===== src/rtl/not_not_pkg.sv =====
// Shared definitions for the Not-Not game: state encoding and datapath widths.
package not_not_pkg;

    localparam int unsigned COLOR_W = 4;
    localparam int unsigned LIVES_W = 3;
    localparam int unsigned STATE_W = 3;

    localparam logic [STATE_W-1:0] ST_IDLE      = 3'd0;
    localparam logic [STATE_W-1:0] ST_DRAW      = 3'd1;
    localparam logic [STATE_W-1:0] ST_SETTLE    = 3'd2;
    localparam logic [STATE_W-1:0] ST_PLAY      = 3'd3;
    localparam logic [STATE_W-1:0] ST_JUDGE     = 3'd4;
    localparam logic [STATE_W-1:0] ST_GAME_OVER = 3'd5;

    typedef enum logic [STATE_W-1:0] {
        StIdle     = ST_IDLE,
        StDraw     = ST_DRAW,
        StSettle   = ST_SETTLE,
        StPlay     = ST_PLAY,
        StJudge    = ST_JUDGE,
        StGameOver = ST_GAME_OVER
    } state_e;

endpackage


===== src/rtl/tick_gen.sv =====
// Countdown prescaler: counts 0..TICK_DIV-1 while enabled and pulses tick on the wrap cycle.
module tick_gen #(
    parameter int unsigned TICK_DIV = 50_000_000
) (
    input  logic clock,
    input  logic reset,
    input  logic clear,
    input  logic enable,
    output logic tick
);

    localparam int unsigned CntW = (TICK_DIV > 2) ? $clog2(TICK_DIV) : 1;

    logic [CntW-1:0] cnt_q, cnt_d;

    assign tick = enable && (cnt_q == CntW'(TICK_DIV - 1));

    always_comb begin
        cnt_d = cnt_q;
        if (clear) begin
            cnt_d = '0;
        end else if (enable) begin
            cnt_d = tick ? '0 : cnt_q + CntW'(1);
        end
    end

    always_ff @(posedge clock or negedge reset) begin
        if (!reset) begin
            cnt_q <= '0;
        end else begin
            cnt_q <= cnt_d;
        end
    end

endmodule


===== src/rtl/not_not_round_ctrl.sv =====
// Round sequencer for the Not-Not game: draws a challenge, runs the countdown,
// judges the submitted switch mask and tracks score and lives.
module not_not_round_ctrl
    import not_not_pkg::*;
#(
    parameter int unsigned DRAW_CYCLES = 7,
    parameter int unsigned TICK_DIV    = 50_000_000,
    parameter int unsigned ROUND_TICKS = 5,
    parameter int unsigned LIVES       = 3,
    parameter int unsigned SCORE_W     = 8
) (
    input  logic               clock,
    input  logic               reset,
    input  logic               start,
    input  logic               submit,
    input  logic [COLOR_W-1:0] answer,
    input  logic [COLOR_W-1:0] expected,
    output logic               lfsr_enable,
    output logic               round_active,
    output logic [3:0]         time_left,
    output logic [SCORE_W-1:0] score,
    output logic [LIVES_W-1:0] lives,
    output logic               last_correct,
    output logic               game_over
);

    localparam int unsigned TimeW = 4;
    localparam int unsigned DrawW = 8;

    state_e             state_q, state_d;
    logic [DrawW-1:0]   draw_cnt_q, draw_cnt_d;
    logic [TimeW-1:0]   time_q, time_d;
    logic [SCORE_W-1:0] score_q, score_d;
    logic [LIVES_W-1:0] lives_q, lives_d;
    logic [COLOR_W-1:0] exp_q, exp_d;
    logic               last_q, last_d;
    logic               hit_q, hit_d;
    logic               sub_q;
    logic               lfsr_q, active_q, over_q;
    logic               sub_edge;
    logic               tick;

    assign sub_edge = submit & ~sub_q;

    tick_gen #(
        .TICK_DIV (TICK_DIV)
    ) u_tick_gen (
        .clock  (clock),
        .reset  (reset),
        .clear  (state_q == StSettle),
        .enable (state_q == StPlay),
        .tick   (tick)
    );

    always_comb begin
        state_d    = state_q;
        draw_cnt_d = draw_cnt_q;
        time_d     = time_q;
        score_d    = score_q;
        lives_d    = lives_q;
        exp_d      = exp_q;
        last_d     = last_q;
        hit_d      = hit_q;

        unique case (state_q)
            StIdle, StGameOver: begin
                if (start) begin
                    score_d    = '0;
                    lives_d    = LIVES_W'(LIVES);
                    draw_cnt_d = DrawW'(DRAW_CYCLES - 1);
                    state_d    = StDraw;
                end
            end
            StDraw: begin
                if (draw_cnt_q == '0) begin
                    state_d = StSettle;
                end else begin
                    draw_cnt_d = draw_cnt_q - DrawW'(1);
                end
            end
            StSettle: begin
                exp_d   = expected;
                time_d  = TimeW'(ROUND_TICKS);
                state_d = StPlay;
            end
            StPlay: begin
                if (tick) begin
                    time_d = time_q - TimeW'(1);
                end
                // A submit on the final tick still counts as an answer.
                if (sub_edge) begin
                    hit_d   = (answer == exp_q);
                    state_d = StJudge;
                end else if (tick && time_q == TimeW'(1)) begin
                    hit_d   = 1'b0;
                    state_d = StJudge;
                end
            end
            StJudge: begin
                last_d     = hit_q;
                draw_cnt_d = DrawW'(DRAW_CYCLES - 1);
                if (hit_q) begin
                    if (score_q != '1) begin
                        score_d = score_q + SCORE_W'(1);
                    end
                    state_d = StDraw;
                end else begin
                    lives_d = lives_q - LIVES_W'(1);
                    state_d = (lives_q == LIVES_W'(1)) ? StGameOver : StDraw;
                end
            end
            default: state_d = StIdle;
        endcase
    end

    always_ff @(posedge clock or negedge reset) begin
        if (!reset) begin
            state_q    <= StIdle;
            draw_cnt_q <= '0;
            time_q     <= '0;
            score_q    <= '0;
            lives_q    <= '0;
            exp_q      <= '0;
            last_q     <= 1'b0;
            hit_q      <= 1'b0;
            sub_q      <= 1'b0;
            lfsr_q     <= 1'b0;
            active_q   <= 1'b0;
            over_q     <= 1'b0;
        end else begin
            state_q    <= state_d;
            draw_cnt_q <= draw_cnt_d;
            time_q     <= time_d;
            score_q    <= score_d;
            lives_q    <= lives_d;
            exp_q      <= exp_d;
            last_q     <= last_d;
            hit_q      <= hit_d;
            sub_q      <= submit;
            lfsr_q     <= (state_d == StDraw);
            active_q   <= (state_d == StPlay);
            over_q     <= (state_d == StGameOver);
        end
    end

    assign lfsr_enable  = lfsr_q;
    assign round_active = active_q;
    assign time_left    = time_q;
    assign score        = score_q;
    assign lives        = lives_q;
    assign last_correct = last_q;
    assign game_over    = over_q;

endmodule


===== config.mk =====
export PLATFORM = sky130hd
export DESIGN_NAME = not_not_round_ctrl
export DESIGN_NICKNAME = d
export VERILOG_FILES = /design/src/rtl/not_not_pkg.sv /design/src/rtl/tick_gen.sv /design/src/rtl/not_not_round_ctrl.sv
export SDC_FILE = /design/constraint.sdc
export NUM_CORES = 1
export LEC_CHECK = 0
export BUFFER_PORTS_ARGS = -buffer_cell sky130_fd_sc_hd__buf_2
export CELL_PAD_IN_SITES_DETAIL_PLACEMENT = 2
export CELL_PAD_IN_SITES_GLOBAL_PLACEMENT = 2
export CORE_MARGIN = 2
export CORE_UTILIZATION = 40
export CTS_BUF_LIST = sky130_fd_sc_hd__clkbuf_16
export DETAILED_ROUTE_END_ITERATION = 12
export PLACE_DENSITY_LB_ADDON = 0.2
export SYNTH_ARGS = -nofsm -noshare
export SYNTH_HDL_FRONTEND = slang
export SYNTH_SLANG_ARGS = --single-unit

===== constraint.sdc =====
create_clock -name clock -period 4.3 [get_ports clock]
set_input_delay 0.86 -clock clock [delete_from_list [all_inputs] [get_ports clock]]
set_output_delay 0.86 -clock clock [all_outputs]
set_load 0.01 [all_outputs]

==> run metrics, run 1 <==
Clk pwr share 0.397; Site Rows 33; Most used DFF post-synth dfrtp_1; met3 global-route usage 0.0368; Pwr Density 573 nW/µm²; Netlist cell types 58; CTS H-tree depth 3; hold crit path type flop to flop; clock root buffer clkbuf_16; CTS tree yes; Post-Synthesis Cell Area 3400 µm²; initial antenna violation count 0; Fin Setup TNS 0 ns; DP HPWL 7.02 mm; detailed-route wire length per cell 20.9 µm; Rel. slew slack 0.320; core region area 8220 µm²; cell area after placement 3630 µm²; Non-Filler Cell Area, Final 4000 µm²; Post-Syn Area per Cell 9.23 µm²; most common cell after layout, fill and taps aside dfrtp_1; Vias 3096; net switching power 0.790 mW; Die Y 96.3 µm; largest stage delay on the critical path 0.55 ns; GRT overflow 0; #FFs+latches synth 62; unrepaired setup endpoints after global routing no; GR Util met1 0.357; Seq pwr share 0.347; crit path capture type flop; register area share after synthesis 0.456; Layout area overhead 17.6%; DRT iter0 DRCs 93; Initial Utilization 0.414; reg2reg start u_tick_gen.cnt_q[0]; multi-input logic area 1700 µm²; CP Class flop to flop; fraction of registers with async set or reset after synthesis 1.00; first-pass GRT wire length 17.3 mm; number of synthesized flops with an enable pin 0; GRT Util Overall 0.249; die area 9270 µm²; Crit Path Max Fanout 7; Post-DRT Antenna Nets 0; worst skew pair latency 0.33 ns; via/cell ratio 6.05; # diodes 0; clock slew at reported path FFs 0.06 ns; Slowest-stage cell, CP or4_1; GR peak layer met2; postcts setup bufs 0; clock tree buffer depth 2; Seq. cell area 1550 µm²; vias in the first global route 3275; largest net degree at the start of global routing 45; most frequent cells in the layout dfrtp_1, nand2_1, a21oi_1, buf_2, nor2_1; WP data required 4.52 ns; DRC violations left 0; Worst setup SP type flop; CP cell instances ha_1, nand2_1, or4_1, o21ai_0, buf_4, nor3_1, o22a_1; IO Pins 31; layout cells sized above 1 0.162; DR pass1 iterations 4; final setup fails 0; Gate power share 0.256; min Tclk post-route 2.58 ns; CTS buffer count 9; MaxCap Viol Count 0; CTS sink count 62; final max-slew violation count 0; Fillers 900; Worst Tran Pin Value 1.02 ns; Mapped Nets 389; Power Internal 1.51 mW; Placer Congestion 0.830; sw frac 0.344; Lkg Pwr 1.72 nW; post-synthesis cell count 369; Die Wd 96.3 µm; fmax 388 MHz; status finished, final reports clean; period utilization 0.600; Final #Nets 422; port bufs 30; met2 Use GR 0.381; Routed WL 10.7 mm; hold path start last_correct; Worst Setup SP u_tick_gen.cnt_q[0]; skew final 0.00614 ns; worst IR drop on VDD 0.267 mV; Final Hold Vio Count 0; CTS Hold Bufs 0; Worst EP arrival 2.80 ns; cts repair resizes 0; Synth Warn # 0
kinds of logic (layout without fill, tap and decap cells):
family / count (synthesis) / after routing / share of synthesized area
fa+ha+maj: 9 / 9 / 0.0323
buf+inv: 29 / 67 / 0.0441
mux: 5 / 5 / 0.0162
simple gates: 148 / 148 / 0.228
xor+xnor: 12 / 12 / 0.0309
flops: 62 / 62 / 0.456
compound gates: 104 / 104 / 0.193
worst paths after layout:
| check | end | slack (ns) | depth (start not counted) |
|---|---|---|---|
| max | u_tick_gen.cnt_q[21] | 1.72 | 7 |
| max in group asynchronous | score[1] | 2.75 | 2 |
| min reg2reg | last_correct | 0.48 | 2 |
| min | last_correct | 0.48 | 2 |
| min in group asynchronous | score[5] | 0.70 | 1 |
| max reg2reg | u_tick_gen.cnt_q[21] | 1.72 | 7 |
worst max-delay path, delay by kind of cell, from the launching register on:
family,cells,cell delay [ns]
flip-flops,1,0.42
adder cells (fa/ha/maj),1,0.34
buffers and inverters,1,0.26
AND/OR/NAND/NOR,3,0.72
AO/OA/AOI/OAI,2,0.73
cell type report:
class	instances	area share
clock buffer	9	0.0563
clock inverter	7	0.0362
sequential	62	0.388
multi-input combinational	278	0.425
inverter	16	0.0150
tap	105	0.0328
timing repair buffer	35	0.0469
power by group through the flow:
stage / sequential [mW] / clock (mW) / combinational, mW
2_1_floorplan: 0.776 / 0 / 0.410
3_3_place_gp: 0.796 / 0 / 0.545
3_5_place_dp: 0.805 / 0 / 0.581
4_1_cts: 0.796 / 0.921 / 0.597
5_1_grt: 0.814 / 0.944 / 0.656
6_report: 0.797 / 0.912 / 0.587
state kept, by name (all words and copies together) (netlist names):
signal,count
u_tick_gen.cnt_q,26
draw_cnt_q,8
score,8
exp_q,4
time_left,4
lives,3
state_q,3
game_over,1
hit_q,1
last_correct,1
lfsr_enable,1
round_active,1
sub_q,1
Yosys cell counts, drive strengths merged (7+ instances only):
cell | number | share of area
nand2 | 40 | 0.044
nand3 | 20 | 0.029
nor2 | 25 | 0.028
a41oi | 8 | 0.021
a31oi | 16 | 0.029
xor2 | 7 | 0.018
nor4 | 9 | 0.018
nor3 | 12 | 0.018
or4 | 8 | 0.019
o21ai | 24 | 0.035
nand2b | 7 | 0.013
or3 | 8 | 0.015
a21oi | 31 | 0.047
dfrtp | 62 | 0.46
buf | 7 | 0.018
ha | 8 | 0.029
inv | 15 | 0.017
layer usage:
layer,wire [µm],vias up,share of wire
met5,0,-,0
met2,5050,53,0.47
met3,365,15,0.034
met4,174,0,0.016
met1,5100,1588,0.48
li1,-,1440,-
metrics by stage:
step | util | setup WS (ns) | power [mW] | instances | hold slack [ns]
floorplan | - | 2.11 | 1.19 | 369 | 0.438
global placement | 0.442 | 1.90 | 1.34 | 496 | 0.456
detailed placement | 0.442 | 1.77 | 1.39 | 496 | 0.469
CTS | 0.487 | 1.75 | 2.32 | 512 | 0.484
global route | 0.487 | 1.50 | 2.41 | 512 | 0.513
finish | 0.487 | 1.72 | 2.30 | 512 | 0.485
No activity file was read; power rests on OpenSTA's default activity.
==> run 2, diff against run 1 <==
Settings changed: CORE_UTILIZATION 40 to 37.
Clock period 4.3 ns to 2.4 ns, I/O delays scaled along.
==> run 2 against run 1 <==
Net effect:
- sequential share of layout area decreased by 0.55 points
- first-iteration DRC count down 16%
- routed wire length increased by 1.4%
- register-to-register slack lost 1.5 ns
- clock skew grew 0.00078 ns
- sequential cell count unchanged
- power increased by 69%
- global-route usage decreased by 1.1 points
- maximum frequency increased by 16%
- worst setup slack worse by 1.5 ns
- die area rose by 7.8%
- critical path type unchanged
- critical endpoint unchanged
==> run metrics, run 2 (same netlist as run 1, synthesis figures left out) <==
status finished, final reports clean; # diodes 0 (unchanged); fmax 449 MHz (+16%); worst IR drop on VDD 0.562 mV (+110%); initial antenna violation count 0 (unchanged); most common cell after layout, fill and taps aside dfrtp_1; core region area 9060 µm² (+10%); Hold WS 0.159 ns (-0.326 ns); CTS tree yes; cell area after placement 3750 µm² (+3.2%); Worst Tran Pin Value 0.635 ns (-0.385 ns); detailed-route wire length per cell 20.4 µm (-2.2%); min Tclk post-route 2.23 ns (-0.355 ns); Vias 3169 (+2.4%); first-pass GRT wire length 18.6 mm (+7.5%); Placer Congestion 0.794 (-4.4%); DRT iter0 DRCs 78 (-16%); skew final 0.00693 ns (+0.000784 ns); via/cell ratio 5.97 (-1.3%); Non-Filler Cell Area, Final 4070 µm² (+1.5%); Rel. slew slack 0.577 (+0.257); largest net degree at the start of global routing 39 (-13%); GRT overflow 0 (unchanged); Worst EP arrival 2.45 ns (-0.35 ns); max FFs per register 26 (unchanged); register bank with the most flops u_tick_gen.cnt_q; most frequent cells in the layout dfrtp_1, nand2_1, a21oi_1, buf_2, nor2_1; final max-slew violation count 0 (unchanged); layout cells sized above 1 0.195 (+0.0331); crit path capture type flop; Final #Nets 435 (+3.1%); DRC violations left 0 (unchanged); CTS H-tree depth 3 (unchanged); die area 9990 µm² (+7.8%); Die Y 99.9 µm (+3.8%); clock root buffer clkbuf_16; Tot Pwr 3.89 mW (+69%); Post-DRT Antenna Nets 0 (unchanged); clock slew at reported path FFs 0.06 ns (about the same); CP Class flop to flop; vias in the first global route 3524 (+7.6%); Crit Path Max Fanout 11 (+4); reg2reg start u_tick_gen.cnt_q[8]; Lkg Pwr 1.77 nW (+2.4%); Worst Setup SP u_tick_gen.cnt_q[8]; Fin Setup TNS 0 ns (unchanged); placed cell count 515 (+3.8%); worst skew pair latency 0.34 ns (about the same); DP HPWL 7.14 mm (+1.6%); unrepaired setup endpoints after global routing no; CTS sink count 62 (unchanged); hold crit path type input pin to async pin; Routed WL 10.8 mm (+1.4%); port bufs 30 (unchanged); Site Rows 35 (+6.1%); Pwr Density 957 nW/µm² (+67%); postcts setup bufs 0 (unchanged); Final Hold Vio Count 0 (unchanged); WP data required 2.62 ns (-1.90 ns); slack of the critical path 0.174 ns (-1.55 ns); final setup fails 0 (unchanged); DR pass1 iterations 4 (unchanged); Die Wd 99.9 µm (+3.8%); MaxCap Viol Count 0 (unchanged); Layout area overhead 19.4%; period utilization 0.927 (+0.327); CTS buffer count 9 (unchanged); GRT Util Overall 0.238 (-0.0113); clock tree buffer depth 2 (unchanged); worst slack, placed 0.185 ns (-1.58 ns); final core occ 0.448 (-0.0388); fin cells 531 (+3.7%); Worst setup SP type flop; IO Pins 31 (unchanged); Initial Utilization 0.376 (-0.0388)
## run 2: worst paths after layout
kind,to,slack (ns),cells past startpoint
setup / recovery,u_tick_gen.cnt_q[21],0.17,6
hold / removal,score[5],0.16,1
setup reg to reg,u_tick_gen.cnt_q[21],0.17,6
hold reg to reg,u_tick_gen.cnt_q[25],0.49,1
max in group asynchronous,u_tick_gen.cnt_q[3],1.58,2
min in group clock,sub_q,0.26,1
## run 2: per-layer routing
metal,global-route usage,up-vias,wire [µm]
met1,0.309,1642,4990
met4,0.0875,0,191
met2,0.401,48,5300
li1,-,1463,-
met5,0,-,0
met3,0.0390,16,362
## run 2: power by group
part | total [mW] | internal (mW) | switching, mW
Clock | 1.32 | 0.807 | 0.517
Sequential | 1.41 | 1.22 | 0.187
Combinational | 1.16 | 0.398 | 0.758
Total | 3.89 | 2.43 | 1.46
## run 2: critical path, stage by stage, from the launching register on
cell	delay [ns]
dfrtp_1	0.44
nor4_1	0.49
nand4_1	0.39
o21ai_0	0.30
buf_4	0.23
nor3_1	0.07
o22a_1	0.19
## run 2: layout make-up
class,instances,area (µm²)
timing repair buffer,48,298
clock buffer,9,225
tap,111,139
sequential,62,1550
multi-input combinational,278,1720
clock inverter,7,75.1
fill,978,5000
inverter,16,60.1
## run 2: what timing repair did
item                                    in CTS  in global routing
endpoints found under the setup margin       0                  6
resized for setup                            0                  3
hold buffers                                 0                  0
